$ cat config.mk
export PLATFORM = sky130hd
export DESIGN_NAME = ym3014_rx
export DESIGN_NICKNAME = d
export VERILOG_FILES = /design/src/rtl/ym3014_rx_pkg.sv /design/src/rtl/ym3014_decode.sv /design/src/rtl/ym3014_rx.sv
export SDC_FILE = /design/constraint.sdc
export NUM_CORES = 1
export LEC_CHECK = 0
export CORE_MARGIN = 10
export CORE_UTILIZATION = 45
export DETAILED_ROUTE_END_ITERATION = 7
export PLACE_DENSITY = 0.71
export SLEW_MARGIN = 20
export SYNTH_ARGS = -nofsm -noshare
export SYNTH_HDL_FRONTEND = slang
export SYNTH_SLANG_ARGS = --single-unit
$ cat constraint.sdc
create_clock -name iClk -period 3.51 [get_ports iClk]
set_input_delay 0.702 -clock iClk [delete_from_list [all_inputs] [get_ports iClk]]
set_output_delay 0.702 -clock iClk [all_outputs]
set_load 0.02 [all_outputs]
$ cat src/rtl/ym3014_rx_pkg.sv
// Shared YM3014 frame layout, used by the receiver and the DAC driver model.
// Field positions, frame width and the mute exponent live here.
package ym3014_rx_pkg;

   localparam int FRAME_W = 16;
   localparam int CNT_W   = 5;

   localparam logic [CNT_W-1:0] FRAME_CNT = 5'd16;
   localparam logic [CNT_W-1:0] CNT_MAX   = 5'd31;
   localparam logic [2:0]       MUTE_EXP  = 3'd0;

   typedef struct packed {
      logic [2:0] exp;
      logic [9:0] mant;
   } frame_t;

   // sr[15:13] = S2..S0, sr[12:3] = D9..D0, sr[2:0] unused
   function automatic frame_t getFrame(input logic [FRAME_W-1:0] sr);
      frame_t f;
      f.exp  = sr[15:13];
      f.mant = sr[12:3];
      return f;
   endfunction

endpackage

$ cat src/rtl/ym3014_decode.sv
// YM3014 floating point to signed 16-bit linear PCM.
// Purely combinational; shared with the transmit-side model.
module ym3014_decode
   import ym3014_rx_pkg::*;
(
   input  frame_t      iFrame,
   output logic [15:0] oSample
);

   logic [15:0] s16;

   always_comb begin
      s16 = {{6{~iFrame.mant[9]}}, ~iFrame.mant[9], iFrame.mant[8:0]};
      if (iFrame.exp == MUTE_EXP) begin
         oSample = 16'h0000;
      end else begin
         oSample = s16 << (iFrame.exp - 3'd1);
      end
   end

endmodule

$ cat src/rtl/ym3014_rx.sv
// YM3014 serial DAC link receiver: sync, edge detect, shift/count, decode.
// Define YM3014_RX_FIFO_EN to buffer samples in a FIFO_DEPTH FIFO.
module ym3014_rx
   import ym3014_rx_pkg::*;
#(
   parameter int SYNC_STAGES = 2,
   parameter int FIFO_DEPTH  = 4
) (
   input  logic        iClk,
   input  logic        iRst,
   input  logic        iDacClk,
   input  logic        iDacSd,
   input  logic        iDacLoad,
   input  logic        iReady,
   output logic [15:0] oSample,
   output logic        oValid,
   output logic        oErr,
   output logic        oOvf
);

   logic [2:0] raw;
   logic [2:0] syn;
   logic [2:0] prev;

   assign raw = {iDacLoad, iDacSd, iDacClk};

   generate
      if (SYNC_STAGES == 0) begin : gNoSync
         assign syn = raw;
      end else begin : gSync
         logic [2:0] stg [SYNC_STAGES];
         always_ff @(posedge iClk) begin
            stg[0] <= raw;
            for (int i = 1; i < SYNC_STAGES; i++) begin
               stg[i] <= stg[i-1];
            end
         end
         assign syn = stg[SYNC_STAGES-1];
      end
   endgenerate

   logic             clkRise;
   logic             loadFall;
   logic [15:0]      sr;
   logic [15:0]      srNext;
   logic [CNT_W-1:0] cnt;
   logic [CNT_W-1:0] cntNext;
   logic             frameOk;
   logic             frameBad;
   frame_t           frame;
   logic [15:0]      decoded;

   assign clkRise  = syn[0] & ~prev[0];
   assign loadFall = ~syn[2] & prev[2];

   // A bit arriving with the load fall belongs to the closing frame
   always_comb begin
      srNext  = sr;
      cntNext = cnt;
      if (clkRise) begin
         srNext = {syn[1], sr[15:1]};
         if (cnt != CNT_MAX) cntNext = cnt + 1'b1;
      end
   end

   assign frameOk  = loadFall & (cntNext == FRAME_CNT);
   assign frameBad = loadFall & (cntNext != FRAME_CNT);
   assign frame    = getFrame(srNext);

   ym3014_decode uDecode (
      .iFrame  (frame),
      .oSample (decoded)
   );

   always_ff @(posedge iClk) begin
      if (!iRst) begin
         sr   <= '0;
         cnt  <= '0;
         prev <= syn;
         oErr <= 1'b0;
      end else begin
         prev <= syn;
         oErr <= frameBad;
         if (loadFall) begin
            sr  <= '0;
            cnt <= '0;
         end else begin
            sr  <= srNext;
            cnt <= cntNext;
         end
      end
   end

`ifdef YM3014_RX_FIFO_EN
   localparam int AW = $clog2(FIFO_DEPTH);

   logic [15:0] mem [FIFO_DEPTH];
   logic [AW:0] wp;
   logic [AW:0] rp;
   logic        full;
   logic        empty;
   logic        pop;
   logic        push;

   assign empty = (wp == rp);
   assign full  = (wp[AW] != rp[AW]) && (wp[AW-1:0] == rp[AW-1:0]);
   assign pop   = ~empty & iReady;
   assign push  = frameOk & (~full | pop);

   always_ff @(posedge iClk) begin
      if (push) mem[wp[AW-1:0]] <= decoded;
   end

   always_ff @(posedge iClk) begin
      if (!iRst) begin
         wp   <= '0;
         rp   <= '0;
         oOvf <= 1'b0;
      end else begin
         if (push) wp <= wp + 1'b1;
         if (pop) rp <= rp + 1'b1;
         if (frameOk && full && !pop) oOvf <= 1'b1;
      end
   end

   assign oValid  = ~empty;
   assign oSample = mem[rp[AW-1:0]];
`else
   logic unusedReady;
   assign unusedReady = iReady;
   assign oOvf        = 1'b0;

   always_ff @(posedge iClk) begin
      if (!iRst) begin
         oValid  <= 1'b0;
         oSample <= 16'h0000;
      end else begin
         oValid <= frameOk;
         if (frameOk) oSample <= decoded;
      end
   end
`endif

endmodule
==> results by group, run 1 <==
Synthesis
  – Synth Cell Area: around 2100 sq um
  – Synth Warn #: 0
  – Mapped Nets: about 250
  – Most frequent cell after synthesis: dfxtp_1
  – Syn avg cell area: 8.89 sq um
  – Main area contributors after synthesis: dfxtp_1 (41%), a21oi_1 (6.6%), nand2_1 (6.0%), mux2i_1 (5.7%), nor2_1 (3.4%)
  – Async SR Flop Fraction: 0
  – Area share of the largest cell type after synthesis: 0.415
  – Yosys reg bits: between 40 and 50
  – Top post-synthesis cells by count: dfxtp_1 (44), nand2_1 (34), a21oi_1 (28)
  – Library cells used by synthesis: 47
  – Synth area leader: dfxtp_1
  – Syn Inst Count: 239
  – Main synth FF type: dfxtp_1
  – Sequential area share after synthesis: 0.415
  – Post-synth EDFFs: 0

STA
  – Final Critical Period: between 2 and 3 ns
  – Unrepaired setup endpoints after global routing: false
  – Period utilization: 0.829
  – Fin Setup TNS: 0 ns
  – Slew HR: 0.552
  – Worst Tran Pin Value: around 0.67 ns
  – Fmax: between 300 and 400 MHz
  – Max Slew Vio Count: 0
  – Min setup slack post-route: 0.602 ns
  – Setup Viol. Count Final: 0
  – Count of final hold-check violations: 0
  – Clock skew: about 0.011 ns

Place
  – DP HPWL: around 3.2 mm
  – Place WS: between 0.6 and 0.7 ns
  – IO Port Bufs: 22
  – Routability cong.: between 0.8 and 0.9

Floorplan
  – Chip Width: 88.7 um
  – # rows: 24
  – Ports: 25
  – Initial Utilization: 0.475
  – Core area: between 4000 and 5000 sq um
  – Die area: ~8000 sq um
  – Die Span Y: ~89 um

Global route
  – Total GRT Usage: 0.121
  – Number of global-route vias before repair: between 1500 and 2000
  – Largest net degree at the start of global routing: 25
  – Antenna violations before repair: 0
  – First-pass GRT wire length: around 7.7 mm
  – Total gr overflow: 0

Final layout
  – Register area: just under 900 sq um
  – Layout cells sized above 1: 0.0739
  – Filler instances: between 400 and 500
  – Multi-input logic area: between 1000 and 1500 sq um
  – Area grow syn2layout: 14.8%
  – Fin util: 0.545
  – N_diodes: 0
  – Post-layout net count: approximately 270

Min path
  – Hold path depth: 0
  – Hold Path Origin: gSync.stg[0][0]
  – Hold EP: gSync.stg[0][3]
  – Min-Delay Path Class: reg -> reg

Clock network
  – Clock latency on the worst-skew pair: about 0.29 ns
  – Clk slew on worst S/H paths: roughly 0.08 ns
  – Clock sinks: 44
  – Postcts setup bufs: 0
  – CTS tree: yes
  – Longest Clk Path Bufs: 2
  – H-tree levels: 2
  – CTS Buf Count: 5
  – CTS resizes: 0
  – # hold bufs at CTS: 0
  – CTS Root Cell: clkbuf_8

Route
  – Remaining antenna violation count: 0
  – Vias: between 1500 and 2000
  – Drt via density: ~5.6
  – Total wire length: around 4.5 mm
  – Drt first pass iters: 5
  – Remaining DRCs: 0
  – Wire length per cell: between 10 and 15 um
  – Drt initial violations: around 130

Worst setup path
  – Setup crit start kind: flip-flop
  – CP endpoint kind: flip-flop
  – FF-to-FF setup slack: around 0.60 ns
  – WS Path Type: reg -> reg
  – Critical path arrival: 3.13 ns
  – Worst path required time: approximately 3.7 ns
  – Max FO, Critical Path: 15
  – RR Startpoint: sr[14]
  – RR Endpoint: oSample[9]
  – R2R cell count: 8

Power
  – Max IR drop VDD: slightly below 0.3 mV
  – LEAKAGE: around 0.0009 uW
  – PwrDens: between 300 and 400 nW/um^2
  – Total power: just over 900 uW

Outcome
  – Outcome: completed

Flow run
  – Max_cap viols: 0
per-layer routing:
metal / GRT usage / vias up / share of wire
li1: - / 888 / -
met1: 0.163 / 801 / 0.51
met2: 0.176 / 37 / 0.42
met5: 0 / - / 0
met3: 0.0404 / 9 / 0.050
met4: 0.0411 / 0 / 0.014
sequential cells by signal (all words and copies together) (netlist names):
register / count
cnt: 5
gSync.stg: 6
oErr: 1
oSample: 16
oValid: 1
prev: 2
sr: 13
critical path: stages, from the launching register on:
cell and delay [ns]:
dfxtp_1 0.47, nand3b_1 0.33, a21boi_0 0.27, ha_1 0.68, inv_1 0.25, a311o_1 0.33, a2bb2oi_1 0.15, o22a_1 0.22
a21oi_1 0.15
logic make-up (layout without fill, tap and decap cells):
group	Yosys count	count (layout)	synth area share
AOI/OAI and AO/OA	76	76	0.251
and+or+nand+nor	71	71	0.157
DFF	44	44	0.415
buffers and inverters	25	43	0.0565
muxes	17	17	0.0925
adders and majority gates	3	3	0.0177
xor gates and xnor gates	2	2	0.00825
other	1	1	0.00177
through the flow:
step / cell area, sq um / hold slack (ns) / std cells
finish: 2440 / 0.330 / 309
global route: 2440 / 0.344 / 309
CTS: 2440 / 0.333 / 309
detailed placement: 2350 / 0.313 / 301
global placement: 2350 / 0.310 / 301
floorplan: 2120 / 0.310 / 239
layout make-up:
| class | instances | area share |
|---|---|---|
| multi-input cells | 170 | 0.461 |
| well taps | 52 | 0.0267 |
| clock buffers | 7 | 0.0354 |
| clock inverters | 1 | 0.00308 |
| flip-flops and latches | 44 | 0.361 |
| repair buffers | 24 | 0.0964 |
| inverters | 11 | 0.0169 |
how the worst max path moves through the flow:
stage,from,endpoint,slack [ns],cells after the start
finish,sr[14],oSample[9],0.60,8
floorplan,gSync.stg[0][3],oSample[4],0.78,12
detailed placement,sr[14],oSample[9],0.64,8
CTS,sr[14],oSample[9],0.61,8
global placement,sr[14],oSample[9],0.68,8
global route,sr[14],oSample[9],0.31,8
report_power, final:
| group | internal, uW | leakage [uW] | switching, uW | total (uW) |
|---|---|---|---|---|
| registers | 506 | 0.000358 | 4.97 | 511 |
| logic | 30.8 | 0.000474 | 49.2 | 80.0 |
| clock network | 160 | 0.0000445 | 168 | 328 |
| total | 696 | 0.000876 | 223 | 919 |
cells in the final DEF, fill, tap and decap left out, types with 2 or more instances in the layout:
cell and instances:
nor3_4 2, nor3_1 2, nor2_1 19, nand3_1 2, mux2i_1 12, nand2b_1 3
ha_1 3, a211oi_1 2, nand3b_1 2, clkbuf_8 6, nor2b_1 2, a22oi_1 2
o22a_1 6, inv_1 11, o32ai_1 8, a22o_1 5, nand2_1 34, a21oi_1 28
o2bb2ai_1 2, a32o_1 3, dfxtp_1 44, clkdlybuf4s50_1 22, mux2i_2 2, buf_4 2
o21ai_0 11
No activity file was read; power rests on OpenSTA's default activity.
==> inputs of run 2 (changes only) <==
Settings changed: PLACE_DENSITY 0.71 to 0.74.
Clock period 3.51 ns to 2.4 ns, I/O delays scaled along.
==> results by group, run 2 (same netlist as run 1, synthesis figures left out) <==
Outcome
  – Outcome: completed (unchanged)

Min path
  – Min-Delay Path Class: reg -> reg (unchanged)

Worst setup path
  – CP peak stage delay: 0.47 ns (was 0.68 ns)
  – WS Path Type: reg -> reg (unchanged)
  – Critical path arrival: 2.41 ns (was 3.13 ns)
  – Worst path required time: 2.59 ns (was 3.73 ns)
  – Setup crit start kind: flip-flop (unchanged)
  – Crit-path cells: nor2b_2 -> buf_4 -> mux2i_2 -> a21oi_1 -> a22o_1 -> a22oi_1 -> a21oi_1 (was nand3b_1 -> a21boi_0 -> ha_1 -> inv_1 -> a311o_1 -> a2bb2oi_1 -> o22a_1 -> a21oi_1)
  – Max FO, Critical Path: 23 (was 15)
  – Worst path most repeated cell: a21oi_1
  – CP endpoint kind: flip-flop (unchanged)
  – Slowest cell on crit path: mux2i_2 (was ha_1)

Final layout
  – Post-layout net count: 275 (was 265)
  – Area grow syn2layout: 19.5% (was 14.8%)
  – Fin util: 0.567 (was 0.545)
  – Leading cell type in the layout, fill and taps excluded: dfxtp_1 (unchanged)
  – Largest regs: oSample (16), sr (13), gSync.stg (6) (unchanged)
  – Most frequent cells in the layout: dfxtp_1 (44), nand2_1 (34), a21oi_1 (28) (unchanged)
  – Max FFs per register: 16 (unchanged)
  – N_diodes: 0 (unchanged)
  – Layout cells sized above 1: 0.120 (was 0.0739)
  – Top reg by flops: oSample (unchanged)

Power
  – PwrDens: 562 nW/um^2 (was 377 nW/um^2)
  – Max IR drop VDD: 0.430 mV (was 0.296 mV)
  – Flop pwr share: 0.523 (was 0.556)
  – Psw: 330 uW (was 223 uW)
  – Combinational power share: 0.086 (was 0.087)
  – LEAKAGE: 0.000932 uW (was 0.000876 uW)
  – Switching share of power: 0.231 (was 0.242)
  – Clock Power Share: 0.391 (was 0.357)
  – Int Pwr: 1100 uW (was 696 uW)

Route
  – Remaining DRCs: 0 (unchanged)
  – Drt via density: 5.45 (was 5.61)
  – Wire length per cell: 13.9 um (was 14.6 um)
  – Total wire length: 4.43 mm (was 4.51 mm)
  – Vias: 1740 (was 1735)
  – Drt initial violations: 138 (was 128)
  – Remaining antenna violation count: 0 (unchanged)
  – Drt first pass iters: 4 (was 5)

Floorplan
  – # rows: 24 (unchanged)
  – Die area: 7870 sq um (unchanged)
  – Initial Utilization: 0.475 (unchanged)
  – Ports: 25 (unchanged)
  – Core area: 4470 sq um (unchanged)
  – Die Span Y: 88.7 um (unchanged)
  – Chip Width: 88.7 um (unchanged)

Place
  – Routability cong.: 0.850 (was 0.844)
  – DP HPWL: 3.26 mm (was 3.24 mm)
  – IO Port Bufs: 22 (unchanged)

Global route
  – Met1 usage: 0.151 (was 0.163)
  – Largest net degree at the start of global routing: 24 (was 25)
  – Total GRT Usage: 0.117 (was 0.121)
  – Met3 usage: 0.0368 (was 0.0404)
  – Number of global-route vias before repair: 1608 (was 1605)
  – GRT busiest layer: met2 (unchanged)
  – Total gr overflow: 0 (unchanged)
  – Antenna violations before repair: 0 (unchanged)
  – GR Util met2: 0.179 (was 0.176)
  – First-pass GRT wire length: 7.43 mm (was 7.67 mm)

Clock network
  – Longest Clk Path Bufs: 2 (unchanged)
  – Clock sinks: 44 (unchanged)
  – Clk slew on worst S/H paths: 0.09 ns (was 0.08 ns)
  – CTS tree: yes (unchanged)
  – Clock latency on the worst-skew pair: 0.30 ns (was 0.29 ns)
  – CTS Buf Count: 5 (unchanged)
  – CTS Root Cell: clkbuf_8 (unchanged)
  – H-tree levels: 2 (unchanged)
  – # hold bufs at CTS: 0 (unchanged)

STA
  – Fin Setup TNS: 0 ns (unchanged)
  – Slew HR: 0.568 (was 0.552)
  – Count of final hold-check violations: 0 (unchanged)
  – Max Slew Vio Count: 0 (unchanged)
  – Clock skew: 0.0111 ns (was 0.0107 ns)
  – Period utilization: 0.925 (was 0.829)
  – Final Critical Period: 2.22 ns (was 2.91 ns)
  – Fmax: 450 MHz (was 344 MHz)
  – Setup Viol. Count Final: 0 (unchanged)
  – Worst Tran Pin Value: 0.646 ns (was 0.671 ns)
  – Unrepaired setup endpoints after global routing: false (unchanged)

Flow run
  – Max_cap viols: 0 (unchanged)
-- run 2: through the flow --
step	hold WS [ns]	power [uW]	setup WS (ns)	cells	area, sq um
2_1_floorplan	0.310	859	0.00742	239	2140
3_3_place_gp	0.312	883	0.188	310	2420
3_5_place_dp	0.312	885	0.156	310	2420
4_1_cts	0.328	1440	0.139	318	2530
5_1_grt	0.327	1490	0.00500	319	2540
6_report	0.321	1430	0.180	319	2540
-- run 2: path summary, 6_finish.rpt --
kind	startpoint	to	cells past startpoint	slack [ns]
max	gSync.stg[0][3]	oSample[5]	7	0.18
min	gSync.stg[0][1]	gSync.stg[0][4]	0	0.32
max reg2reg	gSync.stg[0][3]	oSample[5]	7	0.18
min reg2reg	gSync.stg[0][1]	gSync.stg[0][4]	0	0.32
-- run 2: layout make-up --
| cell class | count | area (sq um) |
|---|---|---|
| Clock buffer | 5 | 68.8 |
| Clock inverter | 3 | 42.5 |
| Fill cell | 408 | 1940 |
| Inverter | 11 | 41.3 |
| Multi-Input combinational cell | 170 | 1130 |
| Sequential cell | 44 | 881 |
| Tap cell | 52 | 65.1 |
| Timing Repair Buffer | 34 | 310 |
-- run 2: power groups by stage --
stage,clock [uW],sequential (uW),combinational [uW]
2_1_floorplan,0,763,95.9
3_3_place_gp,0,763,120
3_5_place_dp,0,764,121
4_1_cts,573,747,122
5_1_grt,610,748,136
6_report,558,747,123
-- run 2: worst max-delay path: cells and delay by family, from the launching register on --
family / cells / cell delay (ns)
compound gates: 4 / 0.75
simple gates: 1 / 0.23
mux: 1 / 0.47
flops: 1 / 0.37
buf+inv: 1 / 0.30
-- run 2: metal layers --
layer | vias to the layer above | part of all wire
li1 | 916 | -
met1 | 780 | 0.49
met2 | 38 | 0.45
met3 | 6 | 0.056
met4 | 0 | 0.0099
met5 | - | 0
-- run 2: repair_timing --
action	in CTS	in global routing
resized for setup	0	2
setup endpoints to repair	0	6
buffers inserted	0	1
==> inputs of run 3 (changes only) <==
Settings changed: ABC_CLOCK_PERIOD_IN_PS set to 2400, PLACE_DENSITY 0.74 to 0.69.
==> results by group, run 3 (same netlist as run 1, synthesis figures left out) <==
Outcome
  – Outcome: completed (unchanged)

Route
  – Wire length per cell: 13.9 um (about the same)
  – Vias: 1728 (was 1740)
  – Remaining DRCs: 0 (unchanged)
  – Remaining antenna violation count: 0 (unchanged)
  – Drt initial violations: 120 (was 138)
  – Drt first pass iters: 4 (unchanged)
  – Total wire length: 4.45 mm (was 4.43 mm)
  – Drt via density: 5.42 (was 5.45)

Clock network
  – CTS Root Cell: clkbuf_8 (unchanged)
  – Clock latency on the worst-skew pair: 0.30 ns (about the same)
  – H-tree levels: 2 (unchanged)
  – Longest Clk Path Bufs: 2 (unchanged)
  – # hold bufs at CTS: 0 (unchanged)
  – CTS Buf Count: 5 (unchanged)
  – Postcts setup bufs: 0 (unchanged)
  – Clock sinks: 44 (unchanged)
  – CTS tree: yes (unchanged)
  – CTS resizes: 0 (unchanged)
  – Clk slew on worst S/H paths: 0.09 ns (about the same)

Global route
  – GR Util met2: 0.184 (was 0.179)
  – First-pass GRT wire length: 7.52 mm (was 7.43 mm)
  – Largest net degree at the start of global routing: 20 (was 24)
  – Total GRT Usage: 0.120 (was 0.117)
  – Antenna violations before repair: 0 (unchanged)
  – Met1 usage: 0.158 (was 0.151)
  – Total gr overflow: 0 (unchanged)
  – GRT busiest layer: met2 (unchanged)
  – Met3 usage: 0.0349 (was 0.0368)
  – Number of global-route vias before repair: 1564 (was 1608)

Final layout
  – Filler instances: 438 (was 408)
  – Layout cells sized above 1: 0.116 (was 0.120)
  – Fin util: 0.563 (was 0.567)
  – Area grow syn2layout: 18.5% (was 19.5%)
  – Register area: 881 sq um (unchanged)
  – Non-filler instance count after layout: 319 (unchanged)
  – Max FFs per register: 16 (unchanged)
  – Most frequent cells in the layout: dfxtp_1 (44), nand2_1 (34), a21oi_1 (28) (unchanged)
  – Largest regs: oSample (16), sr (13), gSync.stg (6) (unchanged)
  – Top reg by flops: oSample (unchanged)
  – Post-layout net count: 275 (unchanged)
  – Leading cell type in the layout, fill and taps excluded: dfxtp_1 (unchanged)
  – N_diodes: 0 (unchanged)
  – Multi-input logic area: 1130 sq um (about the same)

Worst setup path
  – WS Path Type: reg -> reg (unchanged)
  – R2R cell count: 8 (was 7)
  – Max FO, Critical Path: 6 (was 23)
  – Setup crit start kind: flip-flop (unchanged)
  – Worst path required time: 2.59 ns (about the same)
  – Critical path arrival: 2.41 ns (about the same)
  – CP endpoint kind: flip-flop (unchanged)

STA
  – Max Slew Vio Count: 0 (unchanged)
  – Worst Tran Pin Value: 0.611 ns (was 0.646 ns)
  – Clock skew: 0.00985 ns (was 0.0111 ns)
  – Slew HR: 0.592 (was 0.568)
  – Count of final hold-check violations: 0 (unchanged)
  – Fin Setup TNS: 0 ns (unchanged)
  – Final Critical Period: 2.22 ns (about the same)
  – WHS: 0.331 ns (was 0.321 ns)
  – Setup Viol. Count Final: 0 (unchanged)
  – Period utilization: 0.926 (was 0.925)
  – Fmax: 450 MHz (about the same)
  – Unrepaired setup endpoints after global routing: false (unchanged)

Place
  – DP HPWL: 3.32 mm (was 3.26 mm)
  – IO Port Bufs: 22 (unchanged)
  – Post-Place Cells: 311 (was 310)
  – Routability cong.: 0.838 (was 0.850)

Min path
  – Hold path depth: 0 (unchanged)
  – Min-Delay Path Class: reg -> reg (unchanged)

Power
  – Clock Power Share: 0.352 (was 0.391)
  – PwrDens: 533 nW/um^2 (was 562 nW/um^2)
  – LEAKAGE: 0.000920 uW (was 0.000932 uW)
  – Flop pwr share: 0.556 (was 0.523)
  – Switching share of power: 0.258 (was 0.231)
  – Combinational power share: 0.092 (was 0.086)
  – Max IR drop VDD: 0.484 mV (was 0.430 mV)
  – Total power: 1340 uW (was 1430 uW)
  – Psw: 346 uW (was 330 uW)
  – Int Pwr: 997 uW (was 1100 uW)

Floorplan
  – Die area: 7870 sq um (unchanged)
  – Die Span Y: 88.7 um (unchanged)
  – Initial Utilization: 0.475 (unchanged)
  – Chip Width: 88.7 um (unchanged)
  – Core area: 4470 sq um (unchanged)
  – Ports: 25 (unchanged)
  – # rows: 24 (unchanged)

Flow run
  – Max_cap viols: 0 (unchanged)
[run 3: cell count changes in the layout (fill, tap and decap cells not counted), sizes merged]
cell | previous run | this run
clkinvlp | 1 | 2
bufinv | 1 | 0
[run 3: final timing paths]
check	startpoint	endpoint	slack, ns
hold reg to reg	gSync.stg[0][0]	gSync.stg[0][3]	0.33
hold / removal	gSync.stg[0][0]	gSync.stg[0][3]	0.33
setup / recovery	prev[0]	oSample[5]	0.18
setup reg to reg	prev[0]	oSample[5]	0.18
[run 3: through the flow]
| step | cell area [sq um] | setup WS, ns |
|---|---|---|
| after floorplan | 2140 | 0.00742 |
| after global placement | 2420 | 0.249 |
| after detailed placement | 2420 | 0.202 |
| after CTS | 2520 | 0.175 |
| after global routing | 2520 | 0.0600 |
| final | 2520 | 0.177 |
[run 3: area by class of cell]
type / instances / area share
multi-input cells: 170 / 0.448
flip-flops and latches: 44 / 0.350
repair buffers: 34 / 0.123
clock buffers: 5 / 0.0273
well taps: 52 / 0.0258
inverters: 11 / 0.0164
clock inverters: 3 / 0.00944
[run 3: power by group through the flow]
stage                     Sequential [uW]  Clock, uW  Combinational, uW
after detailed placement              764          0                123
final                                 746        473                124
after floorplan                       763          0               95.9
after global routing                  748        514                137
after CTS                             746        489                124
after global placement                763          0                123
[run 3: worst max-delay path: stages, from the launching register on]
cell	delay, ns
dfxtp_1	0.36
nand3b_1	0.13
a21boi_0	0.40
ha_1	0.31
nor2_1	0.08
mux2_4	0.29
a22o_1	0.20
a22oi_1	0.23
a21oi_1	0.11
[run 3: metal layers]
metal | part of all wire | wire length (um) | vias up
met5 | 0 | 0 | -
met4 | 0.0072 | 32 | 0
met3 | 0.050 | 223 | 5
met2 | 0.47 | 2100 | 27
met1 | 0.47 | 2090 | 788
li1 | - | - | 908
